<file path="src/rtl/disp_pkg.sv">
// Shared display types and constants for the scroll controller and its divider.
package disp_pkg;

    localparam int         CHAR_W     = 4;
    localparam logic [3:0] CHAR_BLANK = 4'hF;

    typedef enum logic [0:0] {
        S_IDLE = 1'b0,
        S_RUN  = 1'b1
    } scroll_state_t;

endpackage

</file>
<file path="src/rtl/scroll_tick_div.sv">
// Scroll-rate divider: counts 0..SCROLL_DIV-1 while enabled and flags the last count.
module scroll_tick_div #(
    parameter int DIV_W      = 26,
    parameter int SCROLL_DIV = 25_000_000
) (
    input  logic clk,
    input  logic reset,
    input  logic en,
    input  logic clr,
    output logic tick
);

    localparam logic [DIV_W-1:0] LAST = DIV_W'(SCROLL_DIV - 32'd1);
    localparam logic [DIV_W-1:0] ONE  = DIV_W'(1'b1);
    localparam logic [DIV_W-1:0] ZERO = {DIV_W{1'b0}};

    logic [DIV_W-1:0] cnt_r;
    logic [DIV_W-1:0] cnt_nxt_s;

    // Next count: clear has priority, frozen when disabled.
    always_comb begin
        cnt_nxt_s = cnt_r;
        if (clr) begin
            cnt_nxt_s = ZERO;
        end else if (en) begin
            if (cnt_r == LAST) begin
                cnt_nxt_s = ZERO;
            end else begin
                cnt_nxt_s = cnt_r + ONE;
            end
        end else begin
            cnt_nxt_s = cnt_r;
        end
    end

    // Counter register.
    always_ff @(posedge clk or posedge reset) begin
        if (reset) begin
            cnt_r <= ZERO;
        end else begin
            cnt_r <= cnt_nxt_s;
        end
    end

    assign tick = en & (cnt_r == LAST);

endmodule

</file>
<file path="src/rtl/display_scroll_ctrl.sv">
// Message buffer plus 4-char sliding window for the 7-seg digit mux.
// Optional macro SCROLL_BOUNCE_EN selects ping-pong scrolling instead of wrap-around.
module display_scroll_ctrl
    import disp_pkg::*;
#(
    parameter int MSG_LEN    = 16,
    parameter int ADDR_W     = 4,
    parameter int DIV_W      = 26,
    parameter int SCROLL_DIV = 25_000_000
) (
    input  logic              clk,
    input  logic              reset,
    input  logic              wr_en,
    input  logic [ADDR_W-1:0] wr_addr,
    input  logic [CHAR_W-1:0] wr_data,
    input  logic              start,
    input  logic              stop,
    input  logic              clear,
    output logic              busy,
    output logic [CHAR_W-1:0] char3,
    output logic [CHAR_W-1:0] char2,
    output logic [CHAR_W-1:0] char1,
    output logic [CHAR_W-1:0] char0,
    output logic [ADDR_W-1:0] pos,
    output logic              frame_strobe,
    output logic              wr_err
);

    localparam logic [ADDR_W-1:0] ZERO  = {ADDR_W{1'b0}};
    localparam logic [ADDR_W-1:0] ONE   = ADDR_W'(1'b1);
    localparam logic [ADDR_W-1:0] TWO   = ADDR_W'(2'd2);
    localparam logic [ADDR_W-1:0] THREE = ADDR_W'(2'd3);

    scroll_state_t     state_r;
    scroll_state_t     state_nxt_s;
    logic              run_s;
    logic              wr_ok_s;
    logic              tick_s;
    logic              pos_chg_s;
    logic              pos_chg_r;
    logic              strobe_r;
    logic              wr_err_r;
    logic [ADDR_W-1:0] pos_r;
    logic [ADDR_W-1:0] pos_nxt_s;
    logic [ADDR_W-1:0] idx1_s;
    logic [ADDR_W-1:0] idx2_s;
    logic [ADDR_W-1:0] idx3_s;
    logic [CHAR_W-1:0] buf_r [MSG_LEN];

    scroll_tick_div #(
        .DIV_W      (DIV_W),
        .SCROLL_DIV (SCROLL_DIV)
    ) u_div (
        .clk   (clk),
        .reset (reset),
        .en    (run_s),
        .clr   (clear),
        .tick  (tick_s)
    );

    // FSM state register.
    always_ff @(posedge clk or posedge reset) begin
        if (reset) begin
            state_r <= S_IDLE;
        end else begin
            state_r <= state_nxt_s;
        end
    end

    // FSM next state: stop dominates a simultaneous start.
    always_comb begin
        state_nxt_s = state_r;
        case (state_r)
            S_IDLE: begin
                if (start && !stop) begin
                    state_nxt_s = S_RUN;
                end else begin
                    state_nxt_s = S_IDLE;
                end
            end
            S_RUN: begin
                if (stop) begin
                    state_nxt_s = S_IDLE;
                end else begin
                    state_nxt_s = S_RUN;
                end
            end
            default: state_nxt_s = S_IDLE;
        endcase
    end

    // FSM outputs.
    always_comb begin
        run_s   = 1'b0;
        wr_ok_s = 1'b0;
        case (state_r)
            S_IDLE:  wr_ok_s = 1'b1;
            S_RUN:   run_s   = 1'b1;
            default: begin
                run_s   = 1'b0;
                wr_ok_s = 1'b0;
            end
        endcase
    end

`ifdef SCROLL_BOUNCE_EN
    localparam logic [ADDR_W-1:0] TOP = ADDR_W'(MSG_LEN - 32'd4);

    logic dir_r;
    logic dir_nxt_s;

    // Ping-pong position: the turn-around and the step happen on the same edge.
    always_comb begin
        pos_nxt_s = pos_r;
        dir_nxt_s = dir_r;
        if (clear) begin
            pos_nxt_s = ZERO;
            dir_nxt_s = 1'b0;
        end else if (tick_s) begin
            if (!dir_r) begin
                if (pos_r == TOP) begin
                    dir_nxt_s = 1'b1;
                    pos_nxt_s = pos_r - ONE;
                end else begin
                    pos_nxt_s = pos_r + ONE;
                end
            end else begin
                if (pos_r == ZERO) begin
                    dir_nxt_s = 1'b0;
                    pos_nxt_s = pos_r + ONE;
                end else begin
                    pos_nxt_s = pos_r - ONE;
                end
            end
        end else begin
            pos_nxt_s = pos_r;
        end
    end

    // Scroll direction register.
    always_ff @(posedge clk or posedge reset) begin
        if (reset) begin
            dir_r <= 1'b0;
        end else begin
            dir_r <= dir_nxt_s;
        end
    end
`else
    // Wrap-around position: ADDR_W arithmetic wraps mod MSG_LEN.
    always_comb begin
        pos_nxt_s = pos_r;
        if (clear) begin
            pos_nxt_s = ZERO;
        end else if (tick_s) begin
            pos_nxt_s = pos_r + ONE;
        end else begin
            pos_nxt_s = pos_r;
        end
    end
`endif

    assign pos_chg_s = clear | tick_s;
    assign idx1_s    = pos_r + ONE;
    assign idx2_s    = pos_r + TWO;
    assign idx3_s    = pos_r + THREE;

    // Position and pulse flags; frame_strobe trails the pos change by the window latency.
    always_ff @(posedge clk or posedge reset) begin
        if (reset) begin
            pos_r     <= ZERO;
            pos_chg_r <= 1'b0;
            strobe_r  <= 1'b0;
            wr_err_r  <= 1'b0;
        end else begin
            pos_r     <= pos_nxt_s;
            pos_chg_r <= pos_chg_s;
            strobe_r  <= pos_chg_r;
            wr_err_r  <= wr_en & run_s;
        end
    end

    // Message buffer, writable only while idle.
    always_ff @(posedge clk or posedge reset) begin
        if (reset) begin
            for (int i = 0; i < MSG_LEN; i++) begin
                buf_r[i] <= {CHAR_W{1'b0}};
            end
        end else if (wr_en && wr_ok_s) begin
            buf_r[wr_addr] <= wr_data;
        end
    end

    // Registered display window; char3 is the leftmost digit at pos.
    always_ff @(posedge clk or posedge reset) begin
        if (reset) begin
            char3 <= {CHAR_W{1'b0}};
            char2 <= {CHAR_W{1'b0}};
            char1 <= {CHAR_W{1'b0}};
            char0 <= {CHAR_W{1'b0}};
        end else begin
            char3 <= buf_r[pos_r];
            char2 <= buf_r[idx1_s];
            char1 <= buf_r[idx2_s];
            char0 <= buf_r[idx3_s];
        end
    end

    assign busy         = run_s;
    assign pos          = pos_r;
    assign frame_strobe = strobe_r;
    assign wr_err       = wr_err_r;

endmodule

</file>
<file path="config.mk">
export PLATFORM = sky130hd
export DESIGN_NAME = display_scroll_ctrl
export DESIGN_NICKNAME = d
export VERILOG_FILES = /design/src/rtl/disp_pkg.sv /design/src/rtl/scroll_tick_div.sv /design/src/rtl/display_scroll_ctrl.sv
export SDC_FILE = /design/constraint.sdc
export NUM_CORES = 1
export LEC_CHECK = 0
export BUFFER_PORTS_ARGS = -buffer_cell sky130_fd_sc_hd__buf_2
export CAP_MARGIN = 0
export CORE_ASPECT_RATIO = 0.9
export CORE_MARGIN = 2
export CORE_UTILIZATION = 30
export DETAILED_ROUTE_END_ITERATION = 10
export SYNTH_ARGS = -nofsm -noshare
export SYNTH_HDL_FRONTEND = slang
export SYNTH_SLANG_ARGS = --single-unit
</file>
<file path="constraint.sdc">
create_clock -name clk -period 3.6 [get_ports clk]
set_clock_uncertainty 0.05 [all_clocks]
set_input_delay 0 -clock clk [delete_from_list [all_inputs] [get_ports clk]]
set_output_delay 0 -clock clk [all_outputs]
set_load 0.02 [all_outputs]
</file>
Word-level counts from Yosys, hierarchy flattened --
Cells that the tools add are included.
Operators by class: order comparisons 6, $mul 0, eq/ne operators 1, bitwise operators 9, multiplexer cells 25, div/mod/pow operators 0, shift-type cells 0, reductions and logical operators 6, add/sub/neg operators 4
Operators by type and width (count):
- 26-bit two-way mux | 3
- 4-bit binary-select mux with 4-bit select | 4
- 64-bit bitwise mux | 1
- 4-bit two-way mux | 11
- 26-bit by 1-bit adder with 26-bit output (second input constant) | 1
- 26-bit by 25-bit == test with 1-bit output (second input constant) | 1
- 5-bit greater-or-equal comparator (second input constant) | 5
- 4-bit inverter with 5-bit output | 5
- 4-bit demux with 4-bit select | 1
- 4-bit by 2-bit adder with 4-bit output (second input constant) | 2
- 5-bit by 1-bit less-than comparator with 1-bit output (second input constant) | 1
- 4-bit by 1-bit adder with 4-bit output (second input constant) | 1
- 1-bit two-way mux | 4
- 2-bit nonzero test | 2
- 1-bit logical AND | 3
- 1-bit AND | 2
- 1-bit case mux with 2 select lines | 1
- 1-bit logical NOT | 1
- 1-bit inverter | 1
- 1-bit bitwise OR | 1
Word-level totals: register bits after elaboration 114, memories 0, input port bits 14, latch bits 0, memory bits (read-only) 0, output and inout bits 23, memory bits (writable) 0, word-level logic and storage cells 77

Depth between registers and ports, before layout --
depth after elaboration 6, depth in mapped cells 11, mapped depth without buffers 6

Cells and area by module --
A second synthesis with hierarchy kept.
Unflattened totals: cells, all modules 591, area, all modules 6942.9 um^2
Modules (own cells, without submodules):
- display_scroll_ctrl | area an instance 5417.7 um^2, sequential area each 2202.1 um^2, cells an instance 416, instances 1
- scroll_tick_div | area an instance 1525.2 um^2, sequential area each 650.6 um^2, cells an instance 175, instances 1

Least setup slack after synthesis --
OpenSTA, ideal clock, no wires.
path type reg2reg, start point reg pos_r[1] (netlist: pos[1]), end point reg char0[0], stages on the path, launching flop included 11, period minus slack after synthesis 3.693 ns, path buffers 6, data arrival time 3.505 ns, data required time 3.412 ns, setup slack -0.093 ns, cell sequence dfrtp_1 buf_2 buf_1 buf_2 inv_1 ha_1 buf_2 buf_1 clkbuf_1 mux4_2 mux4_2
On the way: longest elaborated chain between the ends 5
Ends and longest elaborated chain:
- start, declared | line display_scroll_ctrl.sv:43 | logic [ADDR_W-1:0] pos_r;
- start signal, assigned | line display_scroll_ctrl.sv:175 | pos_r <= pos_nxt_s;
- 4-bit by 2-bit adder with 4-bit output | line display_scroll_ctrl.sv:165 | assign idx3_s = pos_r + THREE;
- 4-bit inverter with 5-bit output (not written as such) | line display_scroll_ctrl.sv:204 | char0 <= buf_r[idx3_s];
- 4-bit binary-select mux with 4-bit select | line display_scroll_ctrl.sv:204
- 4-bit two-way mux (not written as such) (2 in series) | line display_scroll_ctrl.sv:204
- end signal, assigned | line display_scroll_ctrl.sv:199 | char0 <= {CHAR_W{1'b0}};
- end signal, assigned | line display_scroll_ctrl.sv:204
- end, declared | line display_scroll_ctrl.sv:23 | output logic [CHAR_W-1:0] char0,
No other way between the ends. The select of a mux whose other input is x is not followed. A chain may end at the register's enable or synchronous reset.

Worst setup path after layout --
start point reg pos_r[1] (netlist: pos[1]), end point reg char1[3]
On the way: longest elaborated chain between the ends 5
Ends and longest elaborated chain:
- 4-bit by 2-bit adder with 4-bit output | line display_scroll_ctrl.sv:164 | assign idx2_s = pos_r + TWO;
- 4-bit inverter with 5-bit output (not written as such) | line display_scroll_ctrl.sv:203 | char1 <= buf_r[idx2_s];
- 4-bit binary-select mux with 4-bit select | line display_scroll_ctrl.sv:203
- 4-bit two-way mux (not written as such) (2 in series) | line display_scroll_ctrl.sv:203
- end signal, assigned | line display_scroll_ctrl.sv:198 | char1 <= {CHAR_W{1'b0}};
- end signal, assigned | line display_scroll_ctrl.sv:203
- end, declared | line display_scroll_ctrl.sv:22 | output logic [CHAR_W-1:0] char1,
No other way between the ends. The select of a mux whose other input is x is not followed.

==> flow_summary.toml <==
[routing]
vias = 4473
via_per_inst = 5.455
drt_iter0_markers = 404
wl_um = 16900
dr.pass1.iters = 5
route.detailed.wl_per_inst_um = 20.61
drcViolationCount = 0
drtAntennaViolNets = 0

[die]
die_height_um = 144.8
start_util_pct = 30.54
die_width_um = 160.4
fp.dieArea_um2 = 23230
rows = 51
ios = 37
core_um2 = 21630

[power]
irDropWorstVdd_uv = 254.7
internal_power_uw = 2954
pwr-share-seq_pct = 42.1
combPwrFrac_pct = 17.1
p_leak_uw = 0.003036
p_per_area_nw_per_um2 = 526.8
p_clk_share_pct = 40.8
p_switching_uw = 1131
switching_share_pct = 27.69

[setup_path]
worst_ep_arrival_time_ns = 2.76
critPathRequiredTime_ns = 3.84
critPathKind = "flip-flop to flip-flop"
cp_max_fo = 36
crit_path_start_kind = "flip-flop"
critPathCaptureType = "flip-flop"

[logic_synthesis]
ys_types = 40
synth.net_count = 494
synth_edf_count = 0
ys_warn_count = 0
syn_avg_cell_area_um2 = 13.91
seq_area_frac_synth_pct = 43.18
ys_ff_latch = 114
syn_area_um2 = 6606
ys_async_sr_fraction_pct = 100.0
syn_inst = 475
synth_ff_type = "dfrtp_1"

[layout]
synthToLayoutAreaGrowth_pct = 17.39
nFillCells = 2082
multi_input_area_um2 = 3570
layout_common_cells = "dfrtp_1, mux4_2, mux2_2"
drive_above_1_share_pct = 44.78
final_common_cell = "dfrtp_1"
sequential_cell_area_um2 = 2858
nets = 533

[global_route]
grt_pass1_wl_um = 27050
grt_max_degree = 79
antenna_found_initial = 2
grt_overflow = 0
first_global_vias = 4599
grt_use_total_pct = 15.52

[timing]
fin_crit_sh_pct = 69.93
fin_crit_ns = 2.517
fmax_mhz = 397.2
hold_ws_ns = 0.005390
slew_headroom_pct = 33.05
fin_setup_tns_ns = 0
worst_slew_pin_slew_ns = 1.004
drv_slew = 0
finalHoldViolations = 0
rsz0062_at_grt = "no"
setup_viol = 0

[placement]
numPortBuffers = 36
dp_hpwl_um = 11590
gp_congestion = 0.8619

[cts]
ctsLongestPathBuffers = 2
clock-sinks = 114
htreeDepth = 4
clock_latency_ns = 0.42
cts-buffers-inserted = 17
cts_tree = "done"
cts.root.buffer_cell = "clkbuf_16"
cts_setup_buffers = 0
clk_pin_slew_ns = 0.06

[flow_run]
cap_violations = 0

[min_path]
hold_path.class = "primary input to flip-flop"

[outcome]
status = "finished clean"
==> metrics by stage <==
stage / util [%] / total power (µW) / worst slack, ns / cells / instance area (µm²)
after floorplan: - / 2202 / 0.002558 / 475 / 6608
after global placement: 32.85 / 2395 / 1.099 / 780 / 7106
after detailed placement: 32.85 / 2432 / 1.058 / 780 / 7106
after CTS: 35.83 / 4117 / 1.065 / 818 / 7750
after global routing: 35.85 / 4257 / 0.9120 / 820 / 7755
final: 35.85 / 4085 / 1.083 / 820 / 7755
==> worst paths after layout <==
| path | cells past startpoint | slack, ns | endpoint | start |
|---|---|---|---|---|
| hold reg to reg | 0 | 0.30 | frame_strobe | pos_chg_r |
| setup reg to reg | 4 | 1.08 | char1[3] | pos[1] |
| max in group asynchronous | 4 | 2.28 | buf_r[14] | reset |
| setup / recovery | 4 | 1.08 | char1[3] | pos[1] |
| min in group asynchronous | 3 | 0.32 | char3[3] | reset |
| hold / removal | 2 | 0.005 | buf_r[50] | wr_data[2] |
==> synth_stat cells (4+ instances only) <==
library cell | instances | share of area, %
dfrtp_1 | 114 | 43
mux4_2 | 80 | 27
mux2_2 | 64 | 11
nor2_1 | 30 | 1.7
nand2_1 | 27 | 1.5
clkbuf_1 | 17 | 0.97
xnor2_1 | 17 | 2.3
a21oi_1 | 11 | 0.83
nand3_1 | 10 | 0.76
nor3_1 | 10 | 0.76
buf_2 | 9 | 0.68
inv_1 | 9 | 0.51
o21ai_0 | 8 | 0.61
buf_1 | 7 | 0.40
nand4_1 | 6 | 0.57
xor2_1 | 6 | 0.80
ha_1 | 5 | 0.95
nor2b_1 | 5 | 0.47
nor4_1 | 5 | 0.47
or3_1 | 5 | 0.47
and3_1 | 4 | 0.38
==> power groups by stage <==
| stage | clock network [µW] | registers [µW] | logic, µW |
|---|---|---|---|
| after floorplan | 0 | 1710 | 491 |
| after global placement | 0 | 1710 | 680 |
| after detailed placement | 0 | 1740 | 695 |
| after CTS | 1690 | 1720 | 708 |
| after global routing | 1750 | 1760 | 746 |
| final | 1670 | 1720 | 699 |
==> final cells by class <==
class,instances,area share (%)
diodes,2,0.06454
clock inverters,15,2.049
inverters,9,0.4679
well taps,291,4.695
multi-input cells,317,46.03
repair buffers,55,4.356
clock buffers,17,5.486
flip-flops and latches,114,36.85
==> flip-flops by register name (all words and copies together), names as in the netlist <==
name and flops:
buf_r 64, char0 4, char1 4, char2 4, char3 4, frame_strobe 1
pos 4, pos_chg_r 1, state_r 1, u_div.cnt_r 26, wr_err 1
==> worst max-delay path, stage by stage (launching register included) <==
cell and delay [ns]:
dfrtp_2 0.35, buf_4 0.46, ha_1 0.30, xor2_1 0.62
mux4_2 0.59
==> layer usage <==
layer / vias to the layer above / GRT usage, % / routed length (µm)
met2: 191 / 23.48 / 7687
met3: 46 / 5.671 / 1538
met5: - / 0 / 0
met4: 0 / 6.069 / 512
li1: 1911 / - / -
met1: 2325 / 20.41 / 7163
==> cell families after synthesis <==
kind of cell             count (synthesis)  synth area share (%)
buffers and inverters                   44                 2.784
multiplexers                           145                 38.33
flip-flops                             114                 43.18
XOR/XNOR                                23                 3.049
adder cells (fa/ha/maj)                  5                0.9470
AO/OA/AOI/OAI                           26                 2.443
AND/OR/NAND/NOR                        118                 9.262
==> what timing repair did <==
item | 4_1_cts | 5_1_grt
endpoints found under the hold margin | 100 | 0
gates resized for setup | 0 | 0
hold buffers | 6 | 0
Power figures use the tool's default switching activity.
